**config.mk**
```make
export PLATFORM = sky130hd
export DESIGN_NAME = uart_fifo_lite
export DESIGN_NICKNAME = d
export VERILOG_FILES = /design/src/rtl/uart_fifo_lite_pkg.sv /design/src/rtl/uart_sync_fifo.sv /design/src/rtl/uart_fifo_lite.sv
export SDC_FILE = /design/constraint.sdc
export NUM_CORES = 1
export LEC_CHECK = 0
export ABC_CLOCK_PERIOD_IN_PS = 3290
export BUFFER_PORTS_ARGS = -buffer_cell sky130_fd_sc_hd__buf_2
export CAP_MARGIN = 40
export CELL_PAD_IN_SITES_DETAIL_PLACEMENT = 2
export CELL_PAD_IN_SITES_GLOBAL_PLACEMENT = 2
export CORE_ASPECT_RATIO = 0.9
export CORE_MARGIN = 10
export CORE_UTILIZATION = 42
export CTS_CLUSTER_SIZE = 24
export DETAILED_ROUTE_END_ITERATION = 12
export GPL_TIMING_DRIVEN = 1
export PLACE_DENSITY = 0.89
export SYNTH_ARGS = -nofsm -noshare
export SYNTH_HDL_FRONTEND = slang
export SYNTH_SLANG_ARGS = --single-unit
```
**constraint.sdc**
```tcl
create_clock -name clk_i -period 3.29 [get_ports clk_i]
set_clock_uncertainty 0.05 [all_clocks]
set_input_delay 0.1645 -clock clk_i [delete_from_list [all_inputs] [get_ports clk_i]]
set_output_delay 0.1645 -clock clk_i [all_outputs]
set_load 0.01 [all_outputs]
```
**src/rtl/uart_fifo_lite_pkg.sv**
```systemverilog
// Shared constants for the FIFO UART: register map, bit positions, response codes, FSM states.
package uart_fifo_lite_pkg;

  localparam logic [7:0] ADDR_RX      = 8'h00;
  localparam logic [7:0] ADDR_TX      = 8'h04;
  localparam logic [7:0] ADDR_STATUS  = 8'h08;
  localparam logic [7:0] ADDR_CONTROL = 8'h0C;
  localparam logic [7:0] ADDR_DIV     = 8'h10;

  localparam int ST_RXVALID  = 0;
  localparam int ST_RXFULL   = 1;
  localparam int ST_TXEMPTY  = 2;
  localparam int ST_TXFULL   = 3;
  localparam int ST_IE       = 4;
  localparam int ST_OVERRUN  = 5;
  localparam int ST_FRAMEERR = 6;
  localparam int ST_TXBUSY   = 7;

  localparam int CTL_RST_TX = 0;
  localparam int CTL_RST_RX = 1;
  localparam int CTL_IE     = 4;

  localparam logic [1:0] RESP_OKAY   = 2'b00;
  localparam logic [1:0] RESP_SLVERR = 2'b10;

  typedef enum logic [1:0] {TX_IDLE, TX_START, TX_DATA, TX_STOP} tx_state_t;
  typedef enum logic [1:0] {RX_IDLE, RX_START, RX_DATA, RX_STOP} rx_state_t;

endpackage

```
**src/rtl/uart_sync_fifo.sv**
```systemverilog
// Synchronous FIFO with wrap-bit pointers; flush wins over a same-cycle push, empty pop is ignored.
module uart_sync_fifo #(
  parameter int WIDTH = 8,
  parameter int DEPTH = 16
) (
  input  logic             clk,
  input  logic             rst_n,
  input  logic             flush,
  input  logic             push,
  input  logic [WIDTH-1:0] wdata,
  input  logic             pop,
  output logic [WIDTH-1:0] rdata,
  output logic             full,
  output logic             empty
);

  localparam int AW = $clog2(DEPTH);

  logic [WIDTH-1:0] mem [DEPTH];
  logic [AW:0]      wptr, rptr;
  logic             do_push, do_pop;

  assign empty   = (wptr == rptr);
  assign full    = (wptr[AW] != rptr[AW]) && (wptr[AW-1:0] == rptr[AW-1:0]);
  assign do_pop  = pop && !empty;
  // A pop frees the slot the push lands in, so a full FIFO can take both at once.
  assign do_push = push && (!full || do_pop);
  assign rdata   = mem[rptr[AW-1:0]];

  always_ff @(posedge clk) begin
    if (!rst_n) begin
      wptr <= '0;
      rptr <= '0;
    end else if (flush) begin
      wptr <= '0;
      rptr <= '0;
    end else begin
      if (do_push) wptr <= wptr + 1'b1;
      if (do_pop)  rptr <= rptr + 1'b1;
    end
  end

  always_ff @(posedge clk) begin
    if (do_push && !flush) mem[wptr[AW-1:0]] <= wdata;
  end

endmodule

```
**src/rtl/uart_fifo_lite.sv**
```systemverilog
// AXI-Lite UART with TX/RX FIFOs, runtime 16x baud divisor, oversampled RX and sticky error flags.
module uart_fifo_lite
  import uart_fifo_lite_pkg::*;
#(
  parameter int CLK_FREQ     = 125_000_000,
  parameter int DEFAULT_BAUD = 115200,
  parameter int FIFO_DEPTH   = 16,
  parameter int DATA_BITS    = 8
) (
  input  logic        clk_i,
  input  logic        rst_ni,
  input  logic        cfg_awvalid_i,
  output logic        cfg_awready_o,
  input  logic [31:0] cfg_awaddr_i,
  input  logic        cfg_wvalid_i,
  output logic        cfg_wready_o,
  input  logic [31:0] cfg_wdata_i,
  input  logic [3:0]  cfg_wstrb_i,
  output logic        cfg_bvalid_o,
  input  logic        cfg_bready_i,
  output logic [1:0]  cfg_bresp_o,
  input  logic        cfg_arvalid_i,
  output logic        cfg_arready_o,
  input  logic [31:0] cfg_araddr_i,
  output logic        cfg_rvalid_o,
  input  logic        cfg_rready_i,
  output logic [31:0] cfg_rdata_o,
  output logic [1:0]  cfg_rresp_o,
  input  logic        rx_i,
  output logic        tx_o,
  output logic        intr_o
);

  localparam logic [15:0] DIV_RST  = 16'(CLK_FREQ / (16 * DEFAULT_BAUD) - 1);
  localparam logic [2:0]  LAST_BIT = 3'(DATA_BITS - 1);

  logic [7:0]  wr_addr, rd_addr;
  logic        wr_hs, rd_hs;
  logic [1:0]  wr_resp, rd_resp;
  logic [31:0] rd_val;
  logic        tx_push, tx_flush, rx_flush, div_wr, ctrl_wr, rx_pop, status_clr;

  logic [15:0] div, tick_cnt;
  logic        tick;
  logic        ie, overrun, frameerr;
  logic [7:0]  status;

  logic                 tx_full, tx_empty, tx_pop, tx_busy;
  logic [DATA_BITS-1:0] tx_fifo_data, tx_shift;
  tx_state_t            tx_state;
  logic [3:0]           tx_cnt;
  logic [2:0]           tx_idx;

  logic                 rx_full, rx_empty, rx_push_req, overrun_set, frame_set;
  logic [DATA_BITS-1:0] rx_fifo_data, rx_shift;
  rx_state_t            rx_state;
  logic [3:0]           rx_cnt;
  logic [2:0]           rx_idx;
  logic                 rx_meta, rx_sync, rx_prev;

  logic unused;
  assign unused = ^{cfg_awaddr_i[31:8], cfg_araddr_i[31:8], cfg_wdata_i, cfg_wstrb_i};

  assign wr_addr = cfg_awaddr_i[7:0];
  assign rd_addr = cfg_araddr_i[7:0];
  assign wr_hs   = cfg_awready_o && cfg_awvalid_i && cfg_wvalid_i;
  assign rd_hs   = cfg_arready_o && cfg_arvalid_i;

  // ---------------- AXI-Lite write path ----------------
  always_comb begin
    wr_resp  = RESP_SLVERR;
    tx_push  = 1'b0;
    tx_flush = 1'b0;
    rx_flush = 1'b0;
    div_wr   = 1'b0;
    ctrl_wr  = 1'b0;
    if (wr_hs && cfg_wstrb_i[0]) begin
      case (wr_addr)
        ADDR_TX: if (!tx_full) begin
          tx_push = 1'b1;
          wr_resp = RESP_OKAY;
        end
        ADDR_CONTROL: begin
          ctrl_wr  = 1'b1;
          tx_flush = cfg_wdata_i[CTL_RST_TX];
          rx_flush = cfg_wdata_i[CTL_RST_RX];
          wr_resp  = RESP_OKAY;
        end
        ADDR_DIV: begin
          div_wr  = 1'b1;
          wr_resp = RESP_OKAY;
        end
        default: ;
      endcase
    end
  end

  always_ff @(posedge clk_i) begin
    if (!rst_ni) begin
      cfg_awready_o <= 1'b0;
      cfg_wready_o  <= 1'b0;
      cfg_bvalid_o  <= 1'b0;
      cfg_bresp_o   <= RESP_OKAY;
    end else begin
      // Ready is a one-cycle pulse; the master holds valid through it.
      cfg_awready_o <= cfg_awvalid_i && cfg_wvalid_i && !cfg_bvalid_o && !cfg_awready_o;
      cfg_wready_o  <= cfg_awvalid_i && cfg_wvalid_i && !cfg_bvalid_o && !cfg_awready_o;
      if (wr_hs) begin
        cfg_bvalid_o <= 1'b1;
        cfg_bresp_o  <= wr_resp;
      end else if (cfg_bvalid_o && cfg_bready_i) begin
        cfg_bvalid_o <= 1'b0;
      end
    end
  end

  // ---------------- AXI-Lite read path ----------------
  always_comb begin
    status              = '0;
    status[ST_RXVALID]  = !rx_empty;
    status[ST_RXFULL]   = rx_full;
    status[ST_TXEMPTY]  = tx_empty;
    status[ST_TXFULL]   = tx_full;
    status[ST_IE]       = ie;
    status[ST_OVERRUN]  = overrun;
    status[ST_FRAMEERR] = frameerr;
    status[ST_TXBUSY]   = tx_busy;
  end

  always_comb begin
    rd_val     = '0;
    rd_resp    = RESP_OKAY;
    rx_pop     = 1'b0;
    status_clr = 1'b0;
    case (rd_addr)
      ADDR_RX: if (!rx_empty) begin
        rd_val[DATA_BITS-1:0] = rx_fifo_data;
        rx_pop                = rd_hs;
      end
      ADDR_STATUS: begin
        rd_val[7:0] = status;
        status_clr  = rd_hs;
      end
      ADDR_CONTROL: rd_val[CTL_IE] = ie;
      ADDR_DIV:     rd_val[15:0]   = div;
      default:      rd_resp        = RESP_SLVERR;
    endcase
  end

  always_ff @(posedge clk_i) begin
    if (!rst_ni) begin
      cfg_arready_o <= 1'b0;
      cfg_rvalid_o  <= 1'b0;
      cfg_rdata_o   <= '0;
      cfg_rresp_o   <= RESP_OKAY;
    end else begin
      cfg_arready_o <= cfg_arvalid_i && !cfg_rvalid_o && !cfg_arready_o;
      if (rd_hs) begin
        cfg_rvalid_o <= 1'b1;
        cfg_rdata_o  <= rd_val;
        cfg_rresp_o  <= rd_resp;
      end else if (cfg_rvalid_o && cfg_rready_i) begin
        cfg_rvalid_o <= 1'b0;
      end
    end
  end

  // ---------------- Baud tick, control and flags ----------------
  assign tick = (tick_cnt == div);

  always_ff @(posedge clk_i) begin
    if (!rst_ni) begin
      div      <= DIV_RST;
      tick_cnt <= '0;
    end else if (div_wr) begin
      div      <= cfg_wdata_i[15:0];
      tick_cnt <= '0;
    end else begin
      tick_cnt <= tick ? '0 : tick_cnt + 16'd1;
    end
  end

  assign overrun_set = rx_push_req && rx_full && !rx_pop;
  assign frame_set   = (rx_state == RX_STOP) && tick && (rx_cnt == 4'd15) && !rx_sync;

  always_ff @(posedge clk_i) begin
    if (!rst_ni) begin
      ie       <= 1'b0;
      overrun  <= 1'b0;
      frameerr <= 1'b0;
      intr_o   <= 1'b0;
    end else begin
      if (ctrl_wr) ie <= cfg_wdata_i[CTL_IE];
      overrun  <= overrun_set || (overrun && !status_clr);
      frameerr <= frame_set || (frameerr && !status_clr);
      intr_o   <= ie && (!rx_empty || overrun || frameerr || (tx_empty && !tx_busy));
    end
  end

  // ---------------- TX ----------------
  assign tx_busy = (tx_state != TX_IDLE);
  assign tx_pop  = (tx_state == TX_IDLE) && !tx_empty;

  uart_sync_fifo #(.WIDTH(DATA_BITS), .DEPTH(FIFO_DEPTH)) u_tx_fifo (
    .clk   (clk_i),
    .rst_n (rst_ni),
    .flush (tx_flush),
    .push  (tx_push),
    .wdata (cfg_wdata_i[DATA_BITS-1:0]),
    .pop   (tx_pop),
    .rdata (tx_fifo_data),
    .full  (tx_full),
    .empty (tx_empty)
  );

  always_ff @(posedge clk_i) begin
    if (!rst_ni) begin
      tx_state <= TX_IDLE;
      tx_cnt   <= '0;
      tx_idx   <= '0;
      tx_shift <= '0;
      tx_o     <= 1'b1;
    end else begin
      case (tx_state)
        TX_IDLE: if (!tx_empty) begin
          tx_shift <= tx_fifo_data;
          tx_o     <= 1'b0;
          tx_cnt   <= '0;
          tx_state <= TX_START;
        end
        TX_START: if (tick) begin
          tx_cnt <= tx_cnt + 4'd1;
          if (tx_cnt == 4'd15) begin
            tx_o     <= tx_shift[0];
            tx_shift <= tx_shift >> 1;
            tx_idx   <= '0;
            tx_state <= TX_DATA;
          end
        end
        TX_DATA: if (tick) begin
          tx_cnt <= tx_cnt + 4'd1;
          if (tx_cnt == 4'd15) begin
            if (tx_idx == LAST_BIT) begin
              tx_o     <= 1'b1;
              tx_state <= TX_STOP;
            end else begin
              tx_o     <= tx_shift[0];
              tx_shift <= tx_shift >> 1;
              tx_idx   <= tx_idx + 3'd1;
            end
          end
        end
        TX_STOP: if (tick) begin
          tx_cnt <= tx_cnt + 4'd1;
          if (tx_cnt == 4'd15) tx_state <= TX_IDLE;
        end
        default: tx_state <= TX_IDLE;
      endcase
    end
  end

  // ---------------- RX ----------------
  assign rx_push_req = (rx_state == RX_STOP) && tick && (rx_cnt == 4'd15) && rx_sync;

  uart_sync_fifo #(.WIDTH(DATA_BITS), .DEPTH(FIFO_DEPTH)) u_rx_fifo (
    .clk   (clk_i),
    .rst_n (rst_ni),
    .flush (rx_flush),
    .push  (rx_push_req),
    .wdata (rx_shift),
    .pop   (rx_pop),
    .rdata (rx_fifo_data),
    .full  (rx_full),
    .empty (rx_empty)
  );

  always_ff @(posedge clk_i) begin
    if (!rst_ni) begin
      rx_meta <= 1'b1;
      rx_sync <= 1'b1;
      rx_prev <= 1'b1;
    end else begin
      rx_meta <= rx_i;
      rx_sync <= rx_meta;
      rx_prev <= rx_sync;
    end
  end

  always_ff @(posedge clk_i) begin
    if (!rst_ni) begin
      rx_state <= RX_IDLE;
      rx_cnt   <= '0;
      rx_idx   <= '0;
      rx_shift <= '0;
    end else begin
      case (rx_state)
        RX_IDLE: if (rx_prev && !rx_sync) begin
          rx_cnt   <= '0;
          rx_state <= RX_START;
        end
        // Half a bit into the start bit: still low is a real frame, high was a glitch.
        RX_START: if (tick) begin
          rx_cnt <= rx_cnt + 4'd1;
          if (rx_cnt == 4'd7) begin
            rx_cnt   <= '0;
            rx_idx   <= '0;
            rx_state <= rx_sync ? RX_IDLE : RX_DATA;
          end
        end
        RX_DATA: if (tick) begin
          rx_cnt <= rx_cnt + 4'd1;
          if (rx_cnt == 4'd15) begin
            rx_shift <= {rx_sync, rx_shift[DATA_BITS-1:1]};
            rx_idx   <= rx_idx + 3'd1;
            if (rx_idx == LAST_BIT) rx_state <= RX_STOP;
          end
        end
        RX_STOP: if (tick) begin
          rx_cnt <= rx_cnt + 4'd1;
          if (rx_cnt == 4'd15) rx_state <= RX_IDLE;
        end
        default: rx_state <= RX_IDLE;
      endcase
    end
  end

endmodule

```
Word level (Yosys, flattened, before mapping)
Memory sizes are Yosys's and may differ from the RTL's. A register that Yosys moved wholly into a read port is not among the register bits.
Cells that the tools add are included.
- equal/unequal tests: 43
- $add $sub $neg: 9
- multiplexer cells: 87
- reduce and logical (&&, ||, !) cells: 78
- bitwise logic cells: 1
- operators by type and width (kind ; count):
    8-bit 2-to-1 mux ; 8
    2-bit 2-to-1 mux ; 20
    4-bit 2-to-1 mux ; 10
    2-bit != test (second input constant) ; 16
    1-bit logical AND ; 31
    1-bit 2-to-1 mux ; 28
    3-bit 2-to-1 mux ; 9
    8-bit by 4-bit == test with 1-bit output (second input constant) ; 3
    4-bit one-hot mux with 3 select lines ; 2
    8-bit one-hot mux with 3 select lines ; 1
    5-bit by 1-bit adder with 5-bit output (second input constant) ; 4
    16-bit by 1-bit adder with 16-bit output (second input constant) ; 1
    16-bit == test ; 1
    8-bit by 5-bit == test with 1-bit output (second input constant) ; 2
    2-bit one-hot mux with 4 select lines ; 2
    8-bit AND reduction ; 2
    1-bit zero test ; 14
    3-bit one-hot mux with 2 select lines ; 2
    6-bit AND reduction ; 2
    5-bit == test ; 2
    2-bit nonzero test ; 5
    2-bit OR reduction ; 5
    3-bit one-hot mux with 3 select lines ; 1
    4-bit by 1-bit adder with 4-bit output (second input constant) ; 2
    24 further kinds ; 45
- input bits: 108
- logic and storage cells: 249
- memories kept: 2
- flip-flop bits (word level): 118
- bits in writable memories: 256
- output and inout bits: 43
- memories (name ; depth ; bits a word ; rd ports ; clocked after Yosys merged registers in ; write ports ; RTL line ; source):
    u_rx_fifo.mem ; 16 ; 8 ; 1 ; 1 ; 1 ; uart_sync_fifo.sv:19 ; logic [WIDTH-1:0] mem [DEPTH];
    u_tx_fifo.mem ; 16 ; 8 ; 1 ; 1 ; 1 ; uart_sync_fifo.sv:19 ;

Logic depth before layout (Yosys ltp)
Gate-level depths: netlist of run 1.
- depth in word-level cells: 9
- gate-level depth with buffers: 8
- mapped depth without buffers: 7

By module
Synthesis of run 1 repeated with hierarchy kept, for this count alone.
- cell total of the unflattened synthesis: 1066
- area total of the unflattened synthesis: 15854.0 um^2
- modules (own cells, without submodules) (module ; area an instance (um^2) ; instances ; seq. area each (um^2) ; cells each):
    uart_sync_fifo ; 5661.7 ; 2 ; 4124.0 ; 273
    uart_fifo_lite ; 4530.6 ; 1 ; 1921.8 ; 520

Worst setup path before layout of run 1
No wires, ideal clock.
- path kind: register to register
- from: register tick_cnt[2]
- to: memory u_rx_fifo.mem[2][0] (enable)
- cell stages (with the launch flop): 8
- library setup time: 395 ps
- path slack: 430 ps
- period minus slack after synthesis: 2860 ps
- required time: 2845 ps
- path buffers: 2
- arrival: 2416 ps
- cell sequence: dfxtp_1 -> buf_2 -> xor2_1 -> nor4_4 -> and4_1 -> clkbuf_1 -> nand4_4 -> nor4_1
- word-level cells in the longest chain between the ends: 8
- RTL lines (item ; RTL line ; source):
    start, declared ; uart_fifo_lite.sv:43 ; logic [15:0] div, tick_cnt;
    start signal, assigned ; uart_fifo_lite.sv:179 ; tick_cnt <= tick ? '0 : tick_cnt + 16'd1;
    16-bit == test ; uart_fifo_lite.sv:169 ; assign tick = (tick_cnt == div);
    1-bit logical AND (3 in series) ; uart_fifo_lite.sv:263 ; assign rx_push_req = (rx_state == RX_STOP) && tick && (rx_cnt == 4'd15) && rx_sync;
    1-bit logical AND ; uart_sync_fifo.sv:27 ; assign do_push = push && (!full || do_pop);
    1-bit logical AND ; uart_sync_fifo.sv:44 ; if (do_push && !flush) mem[wptr[AW-1:0]] <= wdata;
    1-bit 2-to-1 mux ; uart_sync_fifo.sv:44 ;
    1-bit 2-to-1 mux (not written as such) ; uart_sync_fifo.sv:44 ;
    end, declared ; uart_sync_fifo.sv:19 ;
Every way passes these cells.

Worst setup path in the final report of run 1
- from: register tick_cnt[7]
- to: memory u_rx_fifo.mem[0][3] (enable)
The elaborated chain is that of the path after synthesis.

==> impl_metrics.csv, run 1 <==
group,metric,value,unit
detailed_routing,wl,59.6,mm
synthesis,synth_fa_ha_area_share,1.72,%
synthesis,synth.area.top_cells,"edfxtp_1 (48%), dfxtp_1 (16%), mux4_2 (9.6%)",
setup_path,cp_common_cell,"nor4_1",
layout,nets,1360,
setup_path,arrival,3480,ps
synthesis,synthSimpleGateAreaFrac,10.5,%
synthesis,synth_xor_area_share,2.85,%
layout,antenna_cells,0,
setup_path,slowest_stage,"nor4_1",
global_route,antenna_found_initial,0,
synthesis,syn_area,0.0160,mm^2
placed_design,gp_congestion,0.829,
setup_path,cp_cell_sequence,"xor2_1 > nor4_1 > and4_1 > nand4_4 > nor4_1 > buf_4",
detailed_routing,via_per_inst,6.40,
sta,fin_crit_sh,99.5,%
placed_design,placedCellCount,1647,
synthesis,synth-edff-count,256,
layout,final_util,49.1,%
detailed_routing,post_drt_wl_per_cell,34.2,um
synthesis,yosys.area.top_type_share,48.1,%
floorplan,start_util,42.8,%
layout,drive_gt1_share,19.5,%
setup_path,critPathTopFamily,"simple AND/OR/NAND/NOR gates",
clock_tree,insertion_delay,560,ps
sta,setup_tns,0,ps
power_and_ir_drop,finalPower,10.7,mW
floorplan,io_pins,151,
floorplan,die_w,226,um
hold_path,hold_class,"primary input to register",
synthesis,ys_ff_latch,380,
layout,layout.cells.most_common,"edfxtp_1",
power_and_ir_drop,peakVddDrop,0.315,mV
sta,rsz0062_at_grt,"false",
clock_tree,clockBufferDepth,3,
flow_run,drv_cap,0,
synthesis,synthMuxAreaShare,11.6,%
detailed_routing,antenna_left,0,
detailed_routing,drt-pass1-iter-count,5,
global_route,grt_pass1_wl,87.3,mm
global_route,grt_max_degree,36,
power_and_ir_drop,leakage,6.52,nW
sta,hold_viol_final,0,
setup_path,cp.required,3500,ps
synthesis,synth_top_family_by_area,"multiplexers",
setup_path,cp_num_buf_inv,1,
outcome,status,"finished, final reports clean",
setup_path,rr_startpoint,"tick_cnt[7]$_SDFF_PP0_",
synthesis,ys_types,67,
setup_path,critPathMaxStageDelay,640,ps
synthesis,syn-instance-count,1122,
synthesis,ys_seq_area_share,63.6,%
placed_design,portBuffers,65,
detailed_routing,via_count,11200,
sta,period_needed,3270,ps
sta,setup_violations,0,
global_route,grt_pass1_vias,12100,
setup_path,path_max_fanout,16,
clock_tree,post_cts_buffers,0,
clock_tree,root_buffer,"clkbuf_16",
synthesis,async_reset_ff_share,0,%
hold_path,hp-start,"cfg_wdata_i[4]",
placed_design,placed_area,0.0169,mm^2
layout,final_cell_mix,"edfxtp_1 (256), dfxtp_1 (122), nand2_1 (91)",
floorplan,die_area,0.0463,mm^2
clock_tree,clock_sinks,380,
synthesis,ys.flop_type,"edfxtp_1",
synthesis,synth-compound-area-share,6.57,%
floorplan,fp.coreArea,0.0374,mm^2
detailed_routing,first_iter_violations,1228,
sta,slew_viol_final,0,
sta,hold_ws,55.2,ps
setup_path,cp-startpoint,"tick_cnt[7]$_SDFF_PP0_",
setup_path,critPathCaptureType,"register",
setup_path,path_class,"register to register",
sta,max_freq,0.306,GHz
placed_design,dp_hpwl,37.8,mm
sta,worstMarginPinSlew,913,ps
floorplan,die_h,205,um
layout,stdcell_count,1745,
layout,fin_area,0.0183,mm^2
detailed_routing,drcViolationCount,0,
sta,worst_slack,17.6,ps
clock_tree,path_clk_slew,60,ps
global_route,grt_use_total,25.7,%
layout,area_growth,14.7,%
clock_tree,cts-buffers-inserted,41,
global_route,overflow,0,
synthesis,syn_area_per_cell,14.3,um^2
clock_tree,cts_tree,"built",
power_and_ir_drop,powerDensity,585,mW/mm^2
clock_tree,cts.htree.levels,2,
setup_path,start_kind,"register",
synthesis,ys_warn_count,0,
floorplan,rows,67,
synthesis,synth_top_cell_by_area,"edfxtp_1",
placed_design,dpl_worst_slack,265,ps
sta,max-slew-margin-rel,39.1,%
## timing repair
action,in CTS,in global routing
gates cloned,0,0
endpoints found under the hold margin,98,0
hold buffers,23,0
gates resized for setup,1,1
endpoints found under the setup margin,8,8
## metal layers
metal	GRT usage (%)	routed length (um)	vias up
li1	-	-	4488
met1	30.7	22400	5826
met2	43.5	29300	673
met3	4.90	4770	180
met4	13.6	3140	0
met5	0	0	-
## state kept, by name, indices dropped and copies added (netlist names), 8 cells and up, named ones only
| name | flops |
|---|---|
| u_rx_fifo.mem | 128 |
| u_tx_fifo.mem | 128 |
| cfg_rdata_o | 16 |
| rx_shift | 8 |
| tx_shift | 8 |
| tick_cnt | 16 |
| div | 16 |
## worst paths after layout
path / endpoint / slack (ps) / cells after the start
setup / recovery: u_rx_fifo.mem[0][3]$_DFFE_PP_ / 20 / 6
hold / removal: u_tx_fifo.mem[11][4]$_DFFE_PP_ / 60 / 1
setup reg to reg: u_rx_fifo.mem[0][3]$_DFFE_PP_ / 20 / 6
hold reg to reg: rx_sync$_SDFF_PN1_ / 380 / 1
## area by class of cell
class                   count  area [um^2]
inverters                  28          105
multi-input cells         653         5400
flip-flops and latches    380        10200
fillers                  3476        19000
well taps                 483          604
clock buffers              66         1150
clock inverters             9         75.1
repair buffers            126          841
## cell usage after synthesis (4+ instances only)
cell type  number
nand2b_1       10
inv_1          28
a22oi_1        13
buf_4          20
edfxtp_1      256
a2111oi_0       7
o31ai_1         6
a221oi_1       11
o211ai_1        8
or3_1           6
clkbuf_1       34
nor3_1         19
nand4_1         9
and2_1         12
xnor2_1        21
mux4_2         68
nor2_1         57
mux2i_1        33
o22ai_1        10
or4_1          11
nor4_1         13
buf_1           4
dfxtp_1       124
buf_2          19
and3_1         20
a211o_1         8
o2111ai_1       5
ha_1           22
a31oi_1         6
a21oi_1        34
nor2b_1        12
nand2_1        91
xor2_1         31
o21ai_0        13
nand3_1        24
a211oi_1        7
## worst register-to-register path, cell delays in order, from the launching register on
cell,delay (ps)
dfxtp_1,500
xor2_1,160
nor4_1,640
and4_1,540
nand4_4,380
nor4_1,430
buf_4,280
## cells by family (layout without fill, tap and decap cells)
| kind of cell | after synthesis | after routing |
|---|---|---|
| other | 1 | 18 |
| AOI/OAI and AO/OA | 149 | 149 |
| adders and majority gates | 22 | 22 |
| muxes | 101 | 101 |
| DFF | 380 | 380 |
| xor gates and xnor gates | 52 | 52 |
| and+or+nand+nor | 311 | 311 |
| buffers and inverters | 106 | 229 |
## power breakdown
group	switching, mW	internal, mW
Clock	2.02	2.48
Combinational	0.679	0.349
Sequential	0.0723	5.14
Total	2.77	7.96
No activity file was read; power rests on OpenSTA's default activity.
==> inputs of run 2 (changes only) <==
--- a/config.mk
+++ b/config.mk
@@ -16,6 +16,7 @@
 export CTS_CLUSTER_SIZE = 24
 export DETAILED_ROUTE_END_ITERATION = 12
 export GPL_TIMING_DRIVEN = 1
+export MAX_ROUTING_LAYER = met4
 export PLACE_DENSITY = 0.89
 export SYNTH_ARGS = -nofsm -noshare
 export SYNTH_HDL_FRONTEND = slang
==> constraint.sdc (replaced) <==
create_clock -name clk_i -period 3.29 [get_ports clk_i]
set_clock_uncertainty 0.05 [all_clocks]
set_input_delay 0.658 -clock clk_i [delete_from_list [all_inputs] [get_ports clk_i]]
set_output_delay 0.658 -clock clk_i [all_outputs]
set_load 0.01 [all_outputs]
==> run 2 against run 1 <==
Power grew 4.6%. Critical path depth unchanged. Die area unchanged. Worst hold slack better by 180 ps. Cell count decreased by 0.80%. Clock-buffer cell count shrank 3.
==> impl_metrics.csv, run 2 (same netlist as run 1, synthesis figures left out) <==
group,metric,value,unit
setup_path,cp_cell_sequence,"xor2_1 > nor4_1 > and4_1 > nand4_4 > nor4_1 > buf_4",
power_and_ir_drop,seqPwrFrac,46.4,%
power_and_ir_drop,combPwrFrac,8.9,%
placed_design,dp_hpwl,38.0,mm
setup_path,cp.required,3490,ps
clock_tree,cts_tree,"built",
layout,nets,1340,
sta,worst_slack,210,ps
global_route,grt_max_degree,52,
outcome,status,"finished, final reports clean",
global_route,grt_use_total,26.5,%
layout,fin_area,0.0184,mm^2
floorplan,die_area,0.0463,mm^2
floorplan,io_pins,151,
floorplan,die_h,205,um
global_route,grt_pass1_vias,12000,
detailed_routing,drt-pass1-iter-count,5,
setup_path,start_kind,"register",
sta,slew_viol_final,0,
floorplan,fp.coreArea,0.0374,mm^2
detailed_routing,drcViolationCount,0,
clock_tree,path_clk_slew,60,ps
layout,final_cell_mix,"edfxtp_1 (256), dfxtp_1 (122), nand2_1 (91)",
clock_tree,root_buffer,"clkbuf_16",
global_route,antenna_found_initial,4,
sta,max-slew-margin-rel,40.1,%
clock_tree,insertion_delay,570,ps
detailed_routing,post_drt_wl_per_cell,34.5,um
placed_design,portBuffers,65,
sta,setup_violations,0,
setup_path,path_max_fanout,16,
power_and_ir_drop,leakage,6.56,nW
setup_path,regToRegSetupSlack,210,ps
hold_path,whs_path_depth,2,
layout,drive_gt1_share,21.1,%
placed_design,gp_congestion,0.804,
setup_path,cp_common_cell,"nor4_1",
detailed_routing,via_count,11100,
power_and_ir_drop,powerDensity,611,mW/mm^2
setup_path,slowest_stage,"dfxtp_1",
power_and_ir_drop,power_switching,2.83,mW
detailed_routing,first_iter_violations,1195,
sta,setup_tns,0,ps
placed_design,placed_area,0.0169,mm^2
clock_tree,clock_sinks,380,
clock_tree,clockBufferDepth,3,
power_and_ir_drop,finalPower,11.2,mW
setup_path,critPathMaxStageDelay,510,ps
setup_path,reg2reg_to,"u_rx_fifo.mem[2][6]$_DFFE_PP_",
layout,multi_input_area,0.00538,mm^2
floorplan,die_w,226,um
layout,layout.cells.most_common,"edfxtp_1",
power_and_ir_drop,swShare,25.2,%
floorplan,start_util,42.8,%
hold_path,hold_class,"primary input to register",
sta,hold_viol_final,0,
clock_tree,cts.htree.levels,2,
detailed_routing,wl,59.7,mm
setup_path,path_class,"register to register",
sta,period_needed,3080,ps
setup_path,arrival,3280,ps
layout,fill_cells,3477,
detailed_routing,via_per_inst,6.38,
power_and_ir_drop,peakVddDrop,0.293,mV
sta,fin_crit_sh,93.6,%
clock_tree,cts-buffers-inserted,42,
hold_path,hold_path_end,"rx_meta$_SDFF_PN1_",
placed_design,dpl_worst_slack,0.713,ps
detailed_routing,antenna_left,0,
layout,area_growth,14.9,%
clock_tree,cts_resized,0,
sta,max_freq,0.325,GHz
setup_path,cp-startpoint,"tick_cnt[3]$_SDFF_PP0_",
power_and_ir_drop,power_frac_clock,44.7,%
hold_path,hp-start,"rx_i",
flow_run,drv_cap,0,
setup_path,critPathCaptureType,"register",
clock_tree,hold_buffers,0,
sta,worstMarginPinSlew,898,ps
clock_tree,post_cts_buffers,0,
setup_path,rr_startpoint,"tick_cnt[3]$_SDFF_PP0_",
global_route,grt_pass1_wl,87.7,mm
power_and_ir_drop,p_int,8.40,mW
global_route,overflow,0,
floorplan,rows,67,
sta,rsz0062_at_grt,"false",
setup_path,r2r_cells,6,
sta,hold_ws,235,ps
layout,ff_latch_area,0.0102,mm^2
[run 2: cell count changes in the layout (fill, tap and decap cells not counted), sizes merged]
cell / delta
diode: +4
clkbuf: -3
inv: +1
clkinv: +3
dlygate4sd3: -23
buf: +2
bufinv: +1
clkinvlp: +1
[run 2: layout make-up]
cell class / count / share of cell area, %
antenna: 4 / 0.0545
clock inverter: 15 / 0.844
multi-input combinational: 653 / 29.3
tap: 483 / 3.29
sequential: 380 / 55.4
inverter: 28 / 0.572
timing repair buffer: 105 / 3.47
clock buffer: 63 / 7.11
[run 2: per-stage QoR]
step                std cells  utilization [%]
finish                   1731             49.1
global route             1731             49.1
CTS                      1727             49.1
detailed placement       1649             45.2
global placement         1648             45.2
floorplan                1139                -
[run 2: worst max-delay path by stage]
| stage | to | slack (ps) |
|---|---|---|
| 2_1_floorplan | u_rx_fifo.mem[2][0]$_DFFE_PP_ | 20 |
| 3_3_place_gp | u_tx_fifo.mem[2][2]$_DFFE_PP_ | 340 |
| 3_5_place_dp | u_rx_fifo.mem[1][6]$_DFFE_PP_ | 0.7 |
| 4_1_cts | u_rx_fifo.mem[1][0]$_DFFE_PP_ | 220 |
| 5_1_grt | u_rx_fifo.mem[2][5]$_DFFE_PP_ | 150 |
| 6_report | u_rx_fifo.mem[2][6]$_DFFE_PP_ | 210 |
[run 2: worst max-delay path, delay by kind of cell (launching register included)]
family	cells	cell delay [ps]
flip-flops	1	510
XOR/XNOR	1	130
AND/OR/NAND/NOR	4	1760
buffers and inverters	1	290
[run 2: power by group through the flow]
stage	clock [mW]	combinational (mW)	sequential, mW
floorplan	0	0.606	5.27
global placement	0	0.826	5.28
detailed placement	0	0.924	5.30
CTS	5.06	0.982	5.20
global route	5.26	1.06	5.21
finish	5.02	0.998	5.21
[run 2: routing by layer]
metal,vias to the layer above,track usage (%),part of all wire (%)
met5,-,-,0
met4,0,12.3,5.1
met3,182,4.46,6.8
met2,624,45.3,51
met1,5801,29.9,38
li1,4445,-,-
==> inputs of run 3 (changes only) <==
--- a/config.mk
+++ b/config.mk
@@ -7,17 +7,18 @@
 export LEC_CHECK = 0
 export ABC_CLOCK_PERIOD_IN_PS = 3290
 export BUFFER_PORTS_ARGS = -buffer_cell sky130_fd_sc_hd__buf_2
-export CAP_MARGIN = 40
 export CELL_PAD_IN_SITES_DETAIL_PLACEMENT = 2
 export CELL_PAD_IN_SITES_GLOBAL_PLACEMENT = 2
 export CORE_ASPECT_RATIO = 0.9
 export CORE_MARGIN = 10
-export CORE_UTILIZATION = 42
+export CORE_UTILIZATION = 44
+export CTS_BUF_LIST = sky130_fd_sc_hd__clkbuf_2
 export CTS_CLUSTER_SIZE = 24
 export DETAILED_ROUTE_END_ITERATION = 12
 export GPL_TIMING_DRIVEN = 1
 export MAX_ROUTING_LAYER = met4
-export PLACE_DENSITY = 0.89
+export PLACE_DENSITY = 0.92
+export RECOVER_POWER = 100
 export SYNTH_ARGS = -nofsm -noshare
 export SYNTH_HDL_FRONTEND = slang
 export SYNTH_SLANG_ARGS = --single-unit
==> run 3 against run 2 <==
Die area decreased by 4.1%. Global-route usage rose by 2.7 points. Worst setup slack worse by 150 ps. Cell count is 6.8% higher. Critical path depth is 1 lower. Clock-buffer cell count increased by 88.
==> impl_metrics.csv, run 3 (same netlist as run 1, synthesis figures left out) <==
group,metric,value,unit
power_and_ir_drop,peakVddDrop,0.268,mV
clock_tree,cts-buffers-inserted,95,
placed_design,dp_hpwl,38.0,mm
clock_tree,root_buffer,"clkbuf_2",
floorplan,fp.coreArea,0.0360,mm^2
global_route,antenna_found_initial,5,
setup_path,start_kind,"register",
setup_path,path_max_fanout,12,
clock_tree,cts_resized,0,
outcome,status,"finished, final reports clean",
setup_path,cp.required,4100,ps
global_route,grt_use_total,29.2,%
flow_run,drv_cap,0,
clock_tree,cts.htree.levels,3,
sta,hold_viol_final,0,
sta,period_needed,3230,ps
detailed_routing,first_iter_violations,1473,
detailed_routing,antenna_left,0,
sta,setup_tns,0,ps
layout,final_cell_mix,"edfxtp_1 (256), clkbuf_2 (158), dfxtp_1 (123)",
sta,fin_crit_sh,98.2,%
clock_tree,clock_sinks,380,
hold_path,hold_class,"primary input to register",
clock_tree,insertion_delay,1040,ps
detailed_routing,via_per_inst,6.38,
sta,rsz0062_at_grt,"false",
sta,slew_viol_final,0,
floorplan,die_area,0.0444,mm^2
detailed_routing,drcViolationCount,0,
clock_tree,post_cts_buffers,0,
layout,nets,1418,
global_route,grt_pass1_wl,94.1,mm
clock_tree,path_clk_slew,140,ps
power_and_ir_drop,powerDensity,554,mW/mm^2
layout,layout.cells.most_common,"edfxtp_1",
global_route,grt_max_degree,50,
global_route,grt_pass1_vias,12900,
layout,fin_area,0.0179,mm^2
detailed_routing,wl,64.3,mm
clock_tree,cts_tree,"built",
layout,drive_gt1_share,22.6,%
sta,setup_violations,0,
sta,max-slew-margin-rel,18.6,%
clock_tree,clockBufferDepth,3,
layout,final_util,49.8,%
power_and_ir_drop,leakage,6.47,nW
detailed_routing,drt-pass1-iter-count,5,
layout,area_growth,12.2,%
placed_design,portBuffers,65,
setup_path,path_class,"register to register",
setup_path,critPathCaptureType,"register",
detailed_routing,via_count,11800,
floorplan,die_w,221,um
floorplan,rows,66,
global_route,overflow,0,
sta,worstMarginPinSlew,1220,ps
floorplan,die_h,201,um
floorplan,io_pins,151,
detailed_routing,post_drt_wl_per_cell,34.8,um
placed_design,placed_area,0.0169,mm^2
floorplan,start_util,44.4,%
setup_path,arrival,4040,ps
sta,max_freq,0.310,GHz
placed_design,gp_congestion,0.791,
[run 3: metal layers]
layer	routed length, um	global-route usage, %	part of all wire [%]	vias up
met5	0	-	0	-
li1	-	-	-	4660
met1	22800	31.7	35	6066
met4	4340	18.0	6.7	0
met2	32000	47.8	50	798
met3	5210	6.99	8.1	269
[run 3: repair_timing]
| action | CTS | global route |
|---|---|---|
| setup endpoints to repair | 0 | 0 |
| hold buffers | 21 | 0 |
| hold endpoints to repair | 59 | 0 |
[run 3: final cells by class]
cell class                 instances  area (um^2)
fill                            3494        18100
sequential                       380        10200
clock buffer                     151          756
multi-input combinational        653         5370
inverter                          28          105
antenna                            6         15.0
tap                              476          596
timing repair buffer             130          761
clock inverter                    25          168
[run 3: where the power goes]
group,internal [mW],total (mW),switching (mW)
Combinational,0.339,1.06,0.721
Clock,1.37,3.68,2.30
Sequential,5.13,5.21,0.0747
Total,6.85,9.95,3.10
[run 3: final timing paths]
check | startpoint | to | cells past startpoint | slack, ps
min reg2reg | rx_meta$_SDFF_PN1_ | rx_sync$_SDFF_PN1_ | 1 | 370
max | u_tx_fifo.wptr[2]$_SDFFE_PP0P_ | tx_shift[4]$_SDFFE_PN0P_ | 5 | 60
min | cfg_wvalid_i | cfg_bresp_o[1]$_SDFFE_PN0N_ | 3 | 60
max reg2reg | u_tx_fifo.wptr[2]$_SDFFE_PP0P_ | tx_shift[4]$_SDFFE_PN0P_ | 5 | 60
[run 3: through the flow]
stage / hold slack, ps / std cells / worst slack (ps) / power (mW)
2_1_floorplan: 336 / 1139 / 24.5 / 5.88
3_3_place_gp: 347 / 1646 / 214 / 6.11
3_5_place_dp: 353 / 1646 / -12.9 / 6.22
4_1_cts: 42.6 / 1843 / 196 / 9.83
5_1_grt: 42.7 / 1848 / 41.5 / 10.3
6_report: 64.1 / 1849 / 59.6 / 9.95
[run 3: worst max-delay path, stage by stage, from the launching register on]
cell	delay [ps]
dfxtp_1	620
xnor2_1	200
nand4_1	620
nor2_1	770
a2111oi_0	260
a221oi_1	550
